File: config.mk
export PLATFORM = sky130hd
export DESIGN_NAME = l2_tcdm_burst_reader
export DESIGN_NICKNAME = d
export VERILOG_FILES = /design/src/rtl/l2_tcdm_burst_reader.sv
export SDC_FILE = /design/constraint.sdc
export NUM_CORES = 1
export LEC_CHECK = 0
export CORE_AREA = 2 2 139 141
export CTS_CLUSTER_DIAMETER = 150
export DETAILED_ROUTE_END_ITERATION = 8
export DIE_AREA = 0 0 141 143
export PLACE_DENSITY = 0.88
export SETUP_SLACK_MARGIN = 0.4
export SLEW_MARGIN = 0
export SYNTH_ARGS = -nofsm -noshare
export SYNTH_HDL_FRONTEND = slang
export SYNTH_SLANG_ARGS = --single-unit
File: constraint.sdc
create_clock -name clk_i -period 2.4 [get_ports clk_i]
set_clock_uncertainty 0.05 [all_clocks]
set_input_delay 0.24 -clock clk_i [delete_from_list [all_inputs] [get_ports clk_i]]
set_output_delay 0.24 -clock clk_i [all_outputs]
set_load 0.05 [all_outputs]
File: src/rtl/l2_tcdm_burst_reader.sv
// l2_tcdm_burst_reader: TCDM read initiator that fetches LEN consecutive words
// starting at a byte address and streams them out on a valid/ready port.
// Outstanding reads are limited by a credit counter so that every granted word
// always has a slot in the response FIFO, whatever the grant or response latency.
// Optional feature: define L2_BURST_READER_RANGE_CHECK_EN to reject commands whose
// burst does not lie wholly inside the interleaved L2 region or one private bank.
// Window bounds are treated as [START, END), END being the first byte past the window.

`ifdef L2_BURST_READER_RANGE_CHECK_EN
`ifndef SOC_MEM_MAP_TCDM_START_ADDR
`define SOC_MEM_MAP_TCDM_START_ADDR 32'h1C01_0000
`endif
`ifndef SOC_MEM_MAP_TCDM_END_ADDR
`define SOC_MEM_MAP_TCDM_END_ADDR 32'h1C08_0000
`endif
`ifndef SOC_MEM_MAP_PRIVATE_BANK0_START_ADDR
`define SOC_MEM_MAP_PRIVATE_BANK0_START_ADDR 32'h1C00_0000
`endif
`ifndef SOC_MEM_MAP_PRIVATE_BANK0_END_ADDR
`define SOC_MEM_MAP_PRIVATE_BANK0_END_ADDR 32'h1C00_8000
`endif
`ifndef SOC_MEM_MAP_PRIVATE_BANK1_START_ADDR
`define SOC_MEM_MAP_PRIVATE_BANK1_START_ADDR 32'h1C00_8000
`endif
`ifndef SOC_MEM_MAP_PRIVATE_BANK1_END_ADDR
`define SOC_MEM_MAP_PRIVATE_BANK1_END_ADDR 32'h1C01_0000
`endif
`endif

module l2_tcdm_burst_reader #(
   parameter int DATA_WIDTH  = 32,
   parameter int ADDR_STRIDE = 4,
   parameter int FIFO_DEPTH  = 4,
   parameter int LEN_WIDTH   = 16
) (
   input  logic                    clk_i,
   input  logic                    rst_ni,
   input  logic                    cmd_valid_i,
   output logic                    cmd_ready_o,
   input  logic [31:0]             cmd_addr_i,
   input  logic [LEN_WIDTH-1:0]    cmd_len_i,
   output logic                    tcdm_req_o,
   output logic [31:0]             tcdm_add_o,
   output logic                    tcdm_wen_o,
   output logic [DATA_WIDTH/8-1:0] tcdm_be_o,
   output logic [DATA_WIDTH-1:0]   tcdm_wdata_o,
   input  logic                    tcdm_gnt_i,
   input  logic                    tcdm_r_valid_i,
   input  logic [DATA_WIDTH-1:0]   tcdm_r_rdata_i,
   output logic                    data_valid_o,
   input  logic                    data_ready_i,
   output logic [DATA_WIDTH-1:0]   data_o,
   output logic                    busy_o,
   output logic                    done_o,
   output logic                    err_o
);

   localparam int PW = $clog2(FIFO_DEPTH);
   localparam int CW = PW + 1;
   localparam logic [CW-1:0] DEPTH_C = CW'(FIFO_DEPTH);

   typedef enum logic [1:0] {
      IDLE,
      ISSUE,
      DRAIN
   } state_t;

   state_t                  state_q;
   state_t                  state_d;
   logic [31:0]             addr_q;
   logic [LEN_WIDTH-1:0]    remaining_q;
   logic [CW-1:0]           credits_q;
   logic [CW-1:0]           count_q;
   logic [PW-1:0]           wr_ptr_q;
   logic [PW-1:0]           rd_ptr_q;
   logic [DATA_WIDTH-1:0]   mem [FIFO_DEPTH];
   logic                    done_q;

   logic                    cmd_accept;
   logic                    len_zero;
   logic                    grant;
   logic                    push;
   logic                    pop;
   logic                    in_flight;
   logic                    range_ok;

   assign cmd_accept   = cmd_valid_i & cmd_ready_o;
   assign len_zero     = (cmd_len_i == '0);
   assign grant        = tcdm_req_o & tcdm_gnt_i;
   assign data_valid_o = (count_q != '0);
   assign pop          = data_valid_o & data_ready_i;
   // Credits cover buffered words too, so credits != count means a read is still in flight.
   assign in_flight    = (credits_q != count_q);
   assign push         = tcdm_r_valid_i & in_flight;
   assign data_o       = mem[rd_ptr_q];

   assign tcdm_add_o   = addr_q;
   assign tcdm_wen_o   = 1'b1;
   assign tcdm_be_o    = '1;
   assign tcdm_wdata_o = '0;
   assign done_o       = done_q;

`ifdef L2_BURST_READER_RANGE_CHECK_EN
   logic [63:0] cmd_start;
   logic [63:0] cmd_end;
   logic        in_tcdm;
   logic        in_bank0;
   logic        in_bank1;
   logic        err_q;

   assign cmd_start = {32'b0, cmd_addr_i};
   assign cmd_end   = cmd_start + (64'(cmd_len_i) * 64'(ADDR_STRIDE));
   assign in_tcdm   = (cmd_start >= 64'(`SOC_MEM_MAP_TCDM_START_ADDR)) &&
                      (cmd_end <= 64'(`SOC_MEM_MAP_TCDM_END_ADDR));
   assign in_bank0  = (cmd_start >= 64'(`SOC_MEM_MAP_PRIVATE_BANK0_START_ADDR)) &&
                      (cmd_end <= 64'(`SOC_MEM_MAP_PRIVATE_BANK0_END_ADDR));
   assign in_bank1  = (cmd_start >= 64'(`SOC_MEM_MAP_PRIVATE_BANK1_START_ADDR)) &&
                      (cmd_end <= 64'(`SOC_MEM_MAP_PRIVATE_BANK1_END_ADDR));
   assign range_ok  = in_tcdm | in_bank0 | in_bank1;
   assign err_o     = err_q;

   // Error pulse one cycle after accepting an out-of-range burst
   always_ff @(posedge clk_i or negedge rst_ni) begin
      if (!rst_ni) begin
         err_q <= 1'b0;
      end else begin
         err_q <= cmd_accept & ~len_zero & ~range_ok;
      end
   end
`else
   assign range_ok = 1'b1;
   assign err_o    = 1'b0;
`endif

   // FSM state register
   always_ff @(posedge clk_i or negedge rst_ni) begin
      if (!rst_ni) begin
         state_q <= IDLE;
      end else begin
         state_q <= state_d;
      end
   end

   // FSM next-state logic
   always_comb begin
      state_d = state_q;
      case (state_q)
         IDLE: begin
            if (cmd_valid_i && !len_zero && range_ok) begin
               state_d = ISSUE;
            end
         end
         ISSUE: begin
            if (grant && (remaining_q == LEN_WIDTH'(1))) begin
               state_d = DRAIN;
            end
         end
         DRAIN: begin
            if (credits_q == '0) begin
               state_d = IDLE;
            end
         end
         default: state_d = IDLE;
      endcase
   end

   // FSM outputs; credits only fall while waiting for a grant, so req never drops before gnt
   always_comb begin
      cmd_ready_o = (state_q == IDLE);
      tcdm_req_o  = (state_q == ISSUE) && (credits_q < DEPTH_C);
      busy_o      = (state_q != IDLE);
   end

   // Address and remaining-word counters: load on accept, advance on each grant
   always_ff @(posedge clk_i or negedge rst_ni) begin
      if (!rst_ni) begin
         addr_q      <= '0;
         remaining_q <= '0;
      end else if (cmd_accept) begin
         addr_q      <= cmd_addr_i;
         remaining_q <= cmd_len_i;
      end else if (grant) begin
         addr_q      <= addr_q + 32'(ADDR_STRIDE);
         remaining_q <= remaining_q - LEN_WIDTH'(1);
      end
   end

   // Credit counter: granted words not yet popped from the stream port
   always_ff @(posedge clk_i or negedge rst_ni) begin
      if (!rst_ni) begin
         credits_q <= '0;
      end else begin
         case ({grant, pop})
            2'b10:   credits_q <= credits_q + CW'(1);
            2'b01:   credits_q <= credits_q - CW'(1);
            default: credits_q <= credits_q;
         endcase
      end
   end

   // Response FIFO pointers and occupancy
   always_ff @(posedge clk_i or negedge rst_ni) begin
      if (!rst_ni) begin
         wr_ptr_q <= '0;
         rd_ptr_q <= '0;
         count_q  <= '0;
      end else begin
         if (push) begin
            wr_ptr_q <= wr_ptr_q + PW'(1);
         end
         if (pop) begin
            rd_ptr_q <= rd_ptr_q + PW'(1);
         end
         case ({push, pop})
            2'b10:   count_q <= count_q + CW'(1);
            2'b01:   count_q <= count_q - CW'(1);
            default: count_q <= count_q;
         endcase
      end
   end

   // Response FIFO storage; contents are don't-care while empty
   always_ff @(posedge clk_i) begin
      if (push) begin
         mem[wr_ptr_q] <= tcdm_r_rdata_i;
      end
   end

   // Completion pulse: zero-length command, or drain finished with every word popped
   always_ff @(posedge clk_i or negedge rst_ni) begin
      if (!rst_ni) begin
         done_q <= 1'b0;
      end else begin
         done_q <= (cmd_accept & len_zero) | ((state_q == DRAIN) & (credits_q == '0));
      end
   end

endmodule

==> key figures, run 1 <==
Layout
  • Fill cells: about 1,200
  • Area Growth Syn to Fin: 41.16%
  • Utilization after layout: 64.39%
  • Most common cell after layout, fill and taps aside: edfxtp_1
  • Nets: 905
  • Ant. Diodes: 0
  • Most frequent cells in the layout: edfxtp_1, clkdlybuf4s50_1, nand2_1
  • Final Cell Area: approximately 0.012 sq mm
  • Ratio of cells with drive above 1 in the final layout: 27.28%

Synth
  • Synthesized cell area: approximately 0.0085 sq mm
  • Post-synth top area cell: edfxtp_1
  • Gate Count Post-Synth: between 600 and 700
  • Mean post-synth cell area: around 14 sq um
  • Register area share after synthesis: between 60% and 70%
  • Post-synth cell types: slightly below 50
  • Synth top area share: about 45%
  • Main area contributors after synthesis: edfxtp_1, dfrtp_1, mux4_2, buf_4, nand2_1
  • Yosys warnings: 0
  • Most used DFF post-synth: edfxtp_1
  • Number of flops mapped to enable cells by yosys: roughly 130
  • Share of flip-flops with an asynchronous set or reset: between 30% and 40%
  • Synth Register Bits: between 150 and 200

STA
  • RSZ-0062 raised after global routing: yes
  • Max Fclk: approximately 0.47 GHz
  • Worst setup margin: approximately 0.25 ns
  • Max Slew Vio Count: 0
  • Tcrit/Tclk final: between 80 and 90%
  • Fin Setup TNS: 0 ns
  • Fin. Hold Viols: 0
  • Minimum clock period: approximately 2.1 ns
  • Worst slew pin tran: between 0.5 and 0.6 ns
  • Relative slew margins: between 60% and 70%
  • Final hold slack: ~0.25 ns
  • Final setup fails: 0

Place
  • HPWL Detailed: around 13,000 microns
  • Port buffer count: approximately 150
  • Placed instance area: 0.01070 sq mm
  • Gp weighted congestion: ~0.87
  • Pre-CTS WS: approximately 0.071 ns

GRT
  • Gr usage total: between 20% and 30%
  • Largest net degree at the start of global routing: 54
  • Number of antenna violations at the first check in global routing: 0
  • GRT Residual Overflow: 0
  • Number of global-route vias before repair: 5,901
  • First-pass GRT wire length: between 30,000 and 40,000 microns

Route
  • Detail Route Antenna Nets: 0
  • Via/cell ratio: between 5 and 6
  • Routed len/inst: between 20 and 25 microns
  • Final wirelength: around 21,000 microns
  • DR DRC count: 0
  • Detailed Routing Iterations Pass 1: 6
  • Initial detailed-routing violation count: roughly 420
  • Via count: 6,025

Setup path
  • CP Launch Point: rd_ptr_q[0]
  • Worst Setup End Kind: primary output
  • CP cell instances: buf_12 > buf_16 > mux4_2 > buf_12
  • Max incr delay on CP: between 0.5 and 0.6 ns
  • Cell at the slowest stage of the critical path: mux4_2
  • Critical Setup Path Class: register to primary output
  • Critical path fanouts, max: 7
  • R2R setup slack: slightly above 0.3 ns
  • CP Launch Type: register
  • Worst EP arrival: around 1.9 ns
  • Most Frequent Cell on Critical Path: buf_12
  • Critical Path RT: roughly 2.1 ns
  • Origin of the critical flop-to-flop path: state_q[0]

CTS
  • Reg clk slew, reported paths: ~0.080 ns
  • Worst-Skew Late Latency: 0.43 ns
  • Clock tree buffer depth: 2
  • CTS tree: yes
  • CTS Sinks: around 190
  • Clock root buffer: clkbuf_16
  • H-tree Lvls: 4
  • CTS Buf Count: 17

Floorplanning
  • Core Footprint: approximately 0.019 sq mm
  • Die X: between 100 and 150 microns
  • Row Count: 50
  • Ports: 193
  • Die ar.: a little over 0.02 sq mm
  • Initial core utilization: 45.62%
  • Height of the die: between 100 and 150 microns

Status
  • Status: finished, final reports clean

Hold path
  • HP Class: primary input to async pin

Run
  • Max_cap viols: 0

Power and ir drop
  • Max VDD drop: approximately 0.00088 V
  • Lkg Pwr: between 4 and 5 nW
  • PwrDens: about 1500 mW/mm^2
==> critical path, delay by kind of cell, from the launching register on <==
kind                   cells  cell delay [ns]
muxes                      1             0.54
buffers and inverters      3             0.44
DFF                        1             0.44
==> cells by family (layout without fill, tap and decap cells) <==
group                    after synthesis  in the layout  synth area share (%)
AO/OA/AOI/OAI                         77             77                 6.274
flip-flops                           189            189                 63.36
buffers and inverters                 79            260                 5.300
other                                  2             38               0.08861
adder cells (fa/ha/maj)               11             11                 1.801
XOR/XNOR                              20             20                 2.067
multiplexers                          38             38                 9.212
AND/OR/NAND/NOR                      188            188                 11.90
==> timing repair <==
item                       in CTS  in global routing
setup endpoints to repair      65                 80
buffers inserted               19                 14
hold buffers                    1                  0
pin swaps                      14                 18
gates resized for setup        35                 56
hold endpoints to repair       20                  0
gates cloned                    2                  3
==> per-stage QoR <==
| stage | std cells | total power [W] |
|---|---|---|
| 6_report | 1055 | 0.01743 |
| 5_1_grt | 1055 | 0.01816 |
| 4_1_cts | 1038 | 0.01698 |
| 3_5_place_dp | 984 | 0.01382 |
| 3_3_place_gp | 984 | 0.01361 |
| 2_1_floorplan | 640 | 0.01034 |
==> registers in the layout, summed over array words and instances (netlist names) <==
signal,flops
count_q,3
credits_q,3
done_o,1
mem,128
rd_ptr_q,2
remaining_q,16
state_q,2
tcdm_add_o,32
wr_ptr_q,2
==> final timing paths <==
kind                                       end  cells after the start
worst max-delay path                data_o[18]                      4
worst min-delay path            tcdm_add_o[19]                      2
worst max register to register    credits_q[2]                     11
worst min register to register   tcdm_add_o[0]                      2
max in group asynchronous       remaining_q[8]                      3
min in group clk_i               tcdm_add_o[1]                      3
==> per-layer routing <==
metal	track usage (%)	part of all wire, %
met1	26.89	39
met2	35.71	53
met3	4.158	6.6
met4	6.526	1.9
met5	0	0
==> area by class of cell <==
type / instances / area [sq um] / area share, %
tap: 234 / 292.8 / 2.447
inverter: 14 / 63.81 / 0.5334
sequential: 189 / 5398 / 45.12
timing repair buffer: 214 / 2621 / 21.91
clock buffer: 17 / 425.4 / 3.556
multi-input combinational: 372 / 2994 / 25.03
clock inverter: 15 / 168.9 / 1.412
==> synth_stat cells (all sizes together) (8+ instances only) <==
cell and count:
xor2 13, and2 10, nor2 21, clkbuf 20, a22oi 10, o21ai 23
o211ai 13, dfrtp 61, inv 14, edfxtp 128, nand2 58, mux4 32
nor4 12, buf 45, nand3 30, nor3 8, ha 9, or3 8
nand4 15, o311ai 9
==> power breakdown <==
group | internal, W | switching, W | total [W]
logic | 0.00409 | 0.00512 | 0.00920
registers | 0.00456 | 0.000862 | 0.00543
clock network | 0.00141 | 0.00138 | 0.00279
total | 0.0101 | 0.00736 | 0.0174
No activity file was read; power rests on OpenSTA's default activity.
==> inputs of run 2 (changes only) <==
--- a/config.mk
+++ b/config.mk
@@ -5,11 +5,10 @@
 export SDC_FILE = /design/constraint.sdc
 export NUM_CORES = 1
 export LEC_CHECK = 0
-export CORE_AREA = 2 2 139 141
+export CORE_AREA = 2 2 159 161
 export CTS_CLUSTER_DIAMETER = 150
 export DETAILED_ROUTE_END_ITERATION = 8
-export DIE_AREA = 0 0 141 143
-export PLACE_DENSITY = 0.88
+export DIE_AREA = 0 0 161 163
 export SETUP_SLACK_MARGIN = 0.4
 export SLEW_MARGIN = 0
 export SYNTH_ARGS = -nofsm -noshare
==> key figures, run 2 (same netlist as run 1, synthesis figures left out) <==
Setup path
  • R2r worst-path depth: 5 (-6)
  • R2r endpoint: remaining_q[9]
  • Cell at the slowest stage of the critical path: mux4_2
  • CP Launch Type: register
  • Worst Setup End Kind: primary output
  • Critical Setup Path Class: register to primary output
  • Most Frequent Cell on Critical Path: buf_12
  • R2R setup slack: 0.38 ns (+0.07 ns)
  • Origin of the critical flop-to-flop path: remaining_q[4]
  • Worst EP arrival: 1.85 ns (about the same)
  • CP cell instances: buf_12 > mux4_2 > buf_12
  • Critical Path RT: 2.11 ns (about the same)
  • Critical path fanouts, max: 11 (+4)
  • Max incr delay on CP: 0.56 ns (+0.02 ns)

CTS
  • Clock tree buffer depth: 2 (unchanged)
  • CTS Buf Count: 17 (unchanged)
  • H-tree Lvls: 4 (unchanged)
  • CTS Sinks: 189 (unchanged)
  • Clock root buffer: clkbuf_16
  • CTS tree: yes
  • Worst-Skew Late Latency: 0.43 ns (about the same)
  • Reg clk slew, reported paths: 0.08 ns (about the same)

GRT
  • GR Util met1: 20.31% (-6.6 points)
  • Number of antenna violations at the first check in global routing: 0 (unchanged)
  • First-pass GRT wire length: 30,870 microns (-4.2%)
  • M2 GR Usage: 24.56% (-11 points)
  • Met3 usage: 3.641% (-0.52 points)
  • Largest net degree at the start of global routing: 62 (+15%)
  • GRT Residual Overflow: 0 (unchanged)
  • GR peak layer: met2
  • Number of global-route vias before repair: 5,629 (-4.6%)
  • Gr usage total: 15.11% (-5.7 points)

Floorplanning
  • Row Count: 58 (+16%)
  • Die X: 161 microns (+14%)
  • Initial core utilization: 34.35% (-11 points)
  • Die ar.: 0.02624 sq mm (+30%)
  • Ports: 193 (unchanged)
  • Height of the die: 163 microns (+14%)
  • Core Footprint: 0.02467 sq mm (+33%)

STA
  • Fin. Hold Viols: 0 (unchanged)
  • Fin Setup TNS: 0 ns (unchanged)
  • Max Fclk: 0.4671 GHz (+0.40%)
  • Relative slew margins: 65.94% (+4.1 points)
  • Worst setup margin: 0.2591 ns (+0.008579 ns)
  • Worst slew pin tran: 0.5093 ns (-0.06527 ns)
  • Minimum clock period: 2.141 ns (-0.008579 ns)
  • Max Slew Vio Count: 0 (unchanged)
  • Final setup fails: 0 (unchanged)
  • Tcrit/Tclk final: 89.20% (-0.36 points)
  • RSZ-0062 raised after global routing: yes

Power and ir drop
  • Clock network power share: 16.5% (+0.5 points)
  • Max VDD drop: 0.0009553 V (+8.0%)
  • Tot Pwr: 0.01704 W (-2.2%)
  • PwrDens: 1430 mW/mm^2 (-1.8%)
  • Int Power: 0.009916 W (-1.5%)
  • Share of power burned in registers: 31.3% (+0.2 points)
  • Sw Ratio: 41.82% (-0.43 points)
  • Lkg Pwr: 4.592 nW (-2.1%)
  • Net Sw Power: 0.007126 W (-3.2%)
  • Gate power share: 52.2% (-0.6 points)

Route
  • Via count: 5,729 (-4.9%)
  • Detailed Routing Iterations Pass 1: 4 (-2)
  • Via/cell ratio: 4.982 (-13%)
  • Routed len/inst: 17.41 microns (-14%)
  • DR DRC count: 0 (unchanged)
  • Detail Route Antenna Nets: 0 (unchanged)
  • Final wirelength: 20,020 microns (-6.7%)
  • Initial detailed-routing violation count: 356 (-16%)

Hold path
  • Worst hold stages: 3
  • HP Class: primary input to register
  • Hold path startpoint: cmd_addr_i[0]
  • Worst Hold Path EP: tcdm_add_o[0]

Layout
  • Most frequent cells in the layout: edfxtp_1, clkdlybuf4s50_1, nand2_1
  • Area Growth Syn to Fin: 40.66%
  • Ant. Diodes: 0 (unchanged)
  • Most common cell after layout, fill and taps aside: edfxtp_1
  • Non-Filler Instances: 1,150 (+9.0%)
  • Max reg flops: 128 (unchanged)
  • Nets: 904 (-0.11%)
  • Ratio of cells with drive above 1 in the final layout: 26.71% (-0.58 points)
  • Biggest register: mem

Status
  • Status: finished, final reports clean

Place
  • Pre-CTS WS: 0.1685 ns (+0.09698 ns)
  • HPWL Detailed: 13,400 microns (+4.8%)
  • Placed instance count: 1,086 (+10%)
  • Gp weighted congestion: 0.8046 (-7.7%)
  • Port buffer count: 154 (unchanged)

Run
  • Max_cap viols: 0 (unchanged)
[run 2: cell types whose count changed in the layout (fill, tap and decap cells not counted), sizes merged]
cell | before | now
clkbuf | 20 | 18
buf | 90 | 91
clkinvlp | 1 | 2
dlygate4sd2 | 10 | 13
dlymetal6s2s | 13 | 10
clkinv | 5 | 4
[run 2: power groups by stage]
stage | combinational [W] | sequential (W) | clock [W]
2_1_floorplan | 0.00430 | 0.00603 | 0
3_3_place_gp | 0.00848 | 0.00540 | 0
3_5_place_dp | 0.00852 | 0.00542 | 0
4_1_cts | 0.00872 | 0.00532 | 0.00289
5_1_grt | 0.00942 | 0.00546 | 0.00300
6_report | 0.00890 | 0.00533 | 0.00281
[run 2: timing repair]
action | CTS | global route
gates cloned | 0 | 1
gates resized for setup | 27 | 51
hold endpoints to repair | 61 | 0
pin swaps | 7 | 12
hold buffers | 1 | 0
setup endpoints to repair | 58 | 103
setup buffers | 17 | 13
[run 2: worst max path at each step]
stage | startpoint | endpoint | slack (ns)
final | rd_ptr_q[0] | data_o[27] | 0.26
after floorplan | state_q[0] | tcdm_add_o[24] | 0.32
after global placement | tcdm_gnt_i | remaining_q[12] | 0.19
after global routing | rd_ptr_q[0] | data_o[27] | 0.19
after detailed placement | tcdm_gnt_i | remaining_q[10] | 0.17
after CTS | rd_ptr_q[0] | data_o[27] | 0.22
[run 2: stage by stage]
| stage | utilization (%) | hold WS [ns] | cell area, sq um |
|---|---|---|---|
| 2_1_floorplan | - | -0.1056 | 8701 |
| 3_3_place_gp | 44.13 | 0.2312 | 10890 |
| 3_5_place_dp | 44.13 | 0.2330 | 10890 |
| 4_1_cts | 47.15 | 0.2598 | 11630 |
| 5_1_grt | 48.32 | 0.2797 | 11920 |
| 6_report | 48.32 | 0.2793 | 11920 |
[run 2: final cells by class]
type / count / area, sq um
Clock inverter: 15 / 161.4
Tap cell: 330 / 412.9
Clock buffer: 17 / 425.4
Sequential cell: 189 / 5400
Inverter: 14 / 58.81
Timing Repair Buffer: 213 / 2491
Fill cell: 2161 / 12750
Multi-Input combinational cell: 372 / 2972
[run 2: critical path, delay by kind of cell, from the launching register on]
kind	cells	cell delay, ns
muxes	1	0.56
DFF	1	0.50
buffers and inverters	2	0.35
[run 2: layer usage]
metal  share of wire [%]  vias to the layer above
met2                  48                      200
met3                 6.8                       15
met4                 1.1                        0
met1                  44                     2870
met5                   0                        -
li1                    -                     2644
==> inputs of run 3 (changes only) <==
==> constraint.sdc (replaced) <==
create_clock -name clk_i -period 2.4 [get_ports clk_i]
set_clock_uncertainty 0.05 [all_clocks]
set_input_delay 0.24 -clock clk_i [delete_from_list [all_inputs] [get_ports clk_i]]
set_output_delay 0.24 -clock clk_i [all_outputs]
set_load 0.1 [all_outputs]
==> key figures, run 3 (same netlist as run 1, synthesis figures left out) <==
CTS
  • Reg clk slew, reported paths: 0.08 ns (about the same)
  • CTS Buf Count: 17 (unchanged)
  • H-tree Lvls: 4 (unchanged)
  • CTS Sinks: 189 (unchanged)
  • Clock root buffer: clkbuf_16
  • CTS tree: yes
  • Worst-Skew Late Latency: 0.43 ns (about the same)
  • Clock tree buffer depth: 2 (unchanged)

Route
  • DR DRC count: 0 (unchanged)
  • Final wirelength: 20,130 microns (+0.54%)
  • Via count: 5,640 (-1.6%)
  • Initial detailed-routing violation count: 333 (-6.5%)
  • Detail Route Antenna Nets: 0 (unchanged)
  • Via/cell ratio: 4.892 (-1.8%)
  • Detailed Routing Iterations Pass 1: 4 (unchanged)
  • Routed len/inst: 17.45 microns (+0.28%)

Layout
  • Area of the multi-input gates: 0.003005 sq mm (+1.1%)
  • Register area: 0.005399 sq mm (about the same)
  • Max reg flops: 128 (unchanged)
  • Biggest register: mem
  • Most common cell after layout, fill and taps aside: edfxtp_1
  • Utilization after layout: 48.11% (-0.20 points)
  • Most frequent cells in the layout: edfxtp_1, buf_4, clkdlybuf4s50_1
  • Fill cells: 2,200 (+1.8%)
  • Area Growth Syn to Fin: 40.07%
  • Nets: 907 (+0.33%)
  • Ratio of cells with drive above 1 in the final layout: 32.81% (+6.1 points)
  • Ant. Diodes: 0 (unchanged)

Floorplanning
  • Die ar.: 0.02624 sq mm (unchanged)
  • Core Footprint: 0.02467 sq mm (unchanged)
  • Row Count: 58 (unchanged)
  • Initial core utilization: 34.35% (unchanged)
  • Die X: 161 microns (unchanged)
  • Ports: 193 (unchanged)
  • Height of the die: 163 microns (unchanged)

GRT
  • Largest net degree at the start of global routing: 33 (-47%)
  • First-pass GRT wire length: 31,260 microns (+1.3%)
  • GRT Residual Overflow: 0 (unchanged)
  • Number of antenna violations at the first check in global routing: 0 (unchanged)
  • Gr usage total: 15.41% (+0.30 points)
  • Number of global-route vias before repair: 5,624 (-0.089%)

STA
  • RSZ-0062 raised after global routing: yes
  • Max Slew Vio Count: 0 (unchanged)
  • Minimum clock period: 2.120 ns (-0.02119 ns)
  • Final setup fails: 0 (unchanged)
  • Worst setup margin: 0.2803 ns (+0.02119 ns)
  • Fin. Hold Viols: 0 (unchanged)
  • Max Fclk: 0.4718 GHz (+1.0%)
  • Tcrit/Tclk final: 88.32% (-0.88 points)

Place
  • HPWL Detailed: 13,570 microns (+1.3%)
  • Pre-CTS WS: 0.09819 ns (-0.07028 ns)
  • Gp weighted congestion: 0.7795 (-3.1%)
  • Port buffer count: 154 (unchanged)

Setup path
  • Worst Setup End Kind: primary output
  • Critical path fanouts, max: 22 (+11)
  • Critical Path RT: 2.11 ns (about the same)
  • CP Launch Type: register
  • Critical Setup Path Class: register to primary output
  • Worst EP arrival: 1.83 ns (-0.02 ns)

Run
  • Max_cap viols: 0 (unchanged)

Status
  • Status: finished, final reports clean

Hold path
  • HP Class: primary input to async pin
-- run 3: metal layers --
layer	track usage [%]	vias to the layer above	routed length, microns
li1	-	2639	-
met1	21.14	2801	8936
met2	24.85	187	9813
met3	3.336	13	1171
met4	4.424	0	202
met5	0	-	0
-- run 3: worst max-delay path, cell delays in order, from the launching register on --
cell and delay [ns]:
dfrtp_2 0.40, buf_12 0.22, mux4_2 0.58, buf_12 0.19
-- run 3: worst paths after layout --
| kind | startpoint | endpoint | slack [ns] | depth (start not counted) |
|---|---|---|---|---|
| worst max-delay path | rd_ptr_q[0] | data_o[22] | 0.28 | 3 |
| worst min-delay path | rst_ni | tcdm_add_o[0] | 0.17 | 2 |
| worst max register to register | credits_q[0] | count_q[2] | 0.39 | 9 |
| worst min register to register | tcdm_add_o[0] | tcdm_add_o[0] | 0.45 | 2 |
| max in group asynchronous | rst_ni | rd_ptr_q[0] | 1.44 | 3 |
| min in group clk_i | cmd_addr_i[0] | tcdm_add_o[0] | 0.29 | 3 |
-- run 3: layout make-up --
type / count / area share [%]
Multi-Input combinational cell: 372 / 25.32
Clock inverter: 15 / 1.676
Sequential cell: 189 / 45.48
Timing Repair Buffer: 216 / 19.88
Inverter: 14 / 0.5902
Tap cell: 330 / 3.478
Clock buffer: 17 / 3.583
-- run 3: per-stage QoR --
stage | TNS [ns] | cell area, sq um | hold slack (ns) | cells
finish | 0 | 11870 | 0.1655 | 1153
detailed placement | 0 | 10820 | 0.09268 | 1086
floorplan | -0.2449 | 8865 | -0.1056 | 640
global route | 0 | 11870 | 0.1728 | 1153
global placement | 0 | 10820 | 0.09141 | 1086
CTS | 0 | 11620 | 0.1532 | 1137
-- run 3: what timing repair did --
item	in CTS	in global routing
endpoints found under the hold margin	9	0
hold buffers	1	0
setup endpoints to repair	46	67
setup buffers	17	15
resized for setup	7	32
cloned	1	1
pin swaps	13	13
Power of run 3 is left out: the tool's default activity adds up to more than one toggle a clock period on the data nets, which glitch-free logic cannot reach.
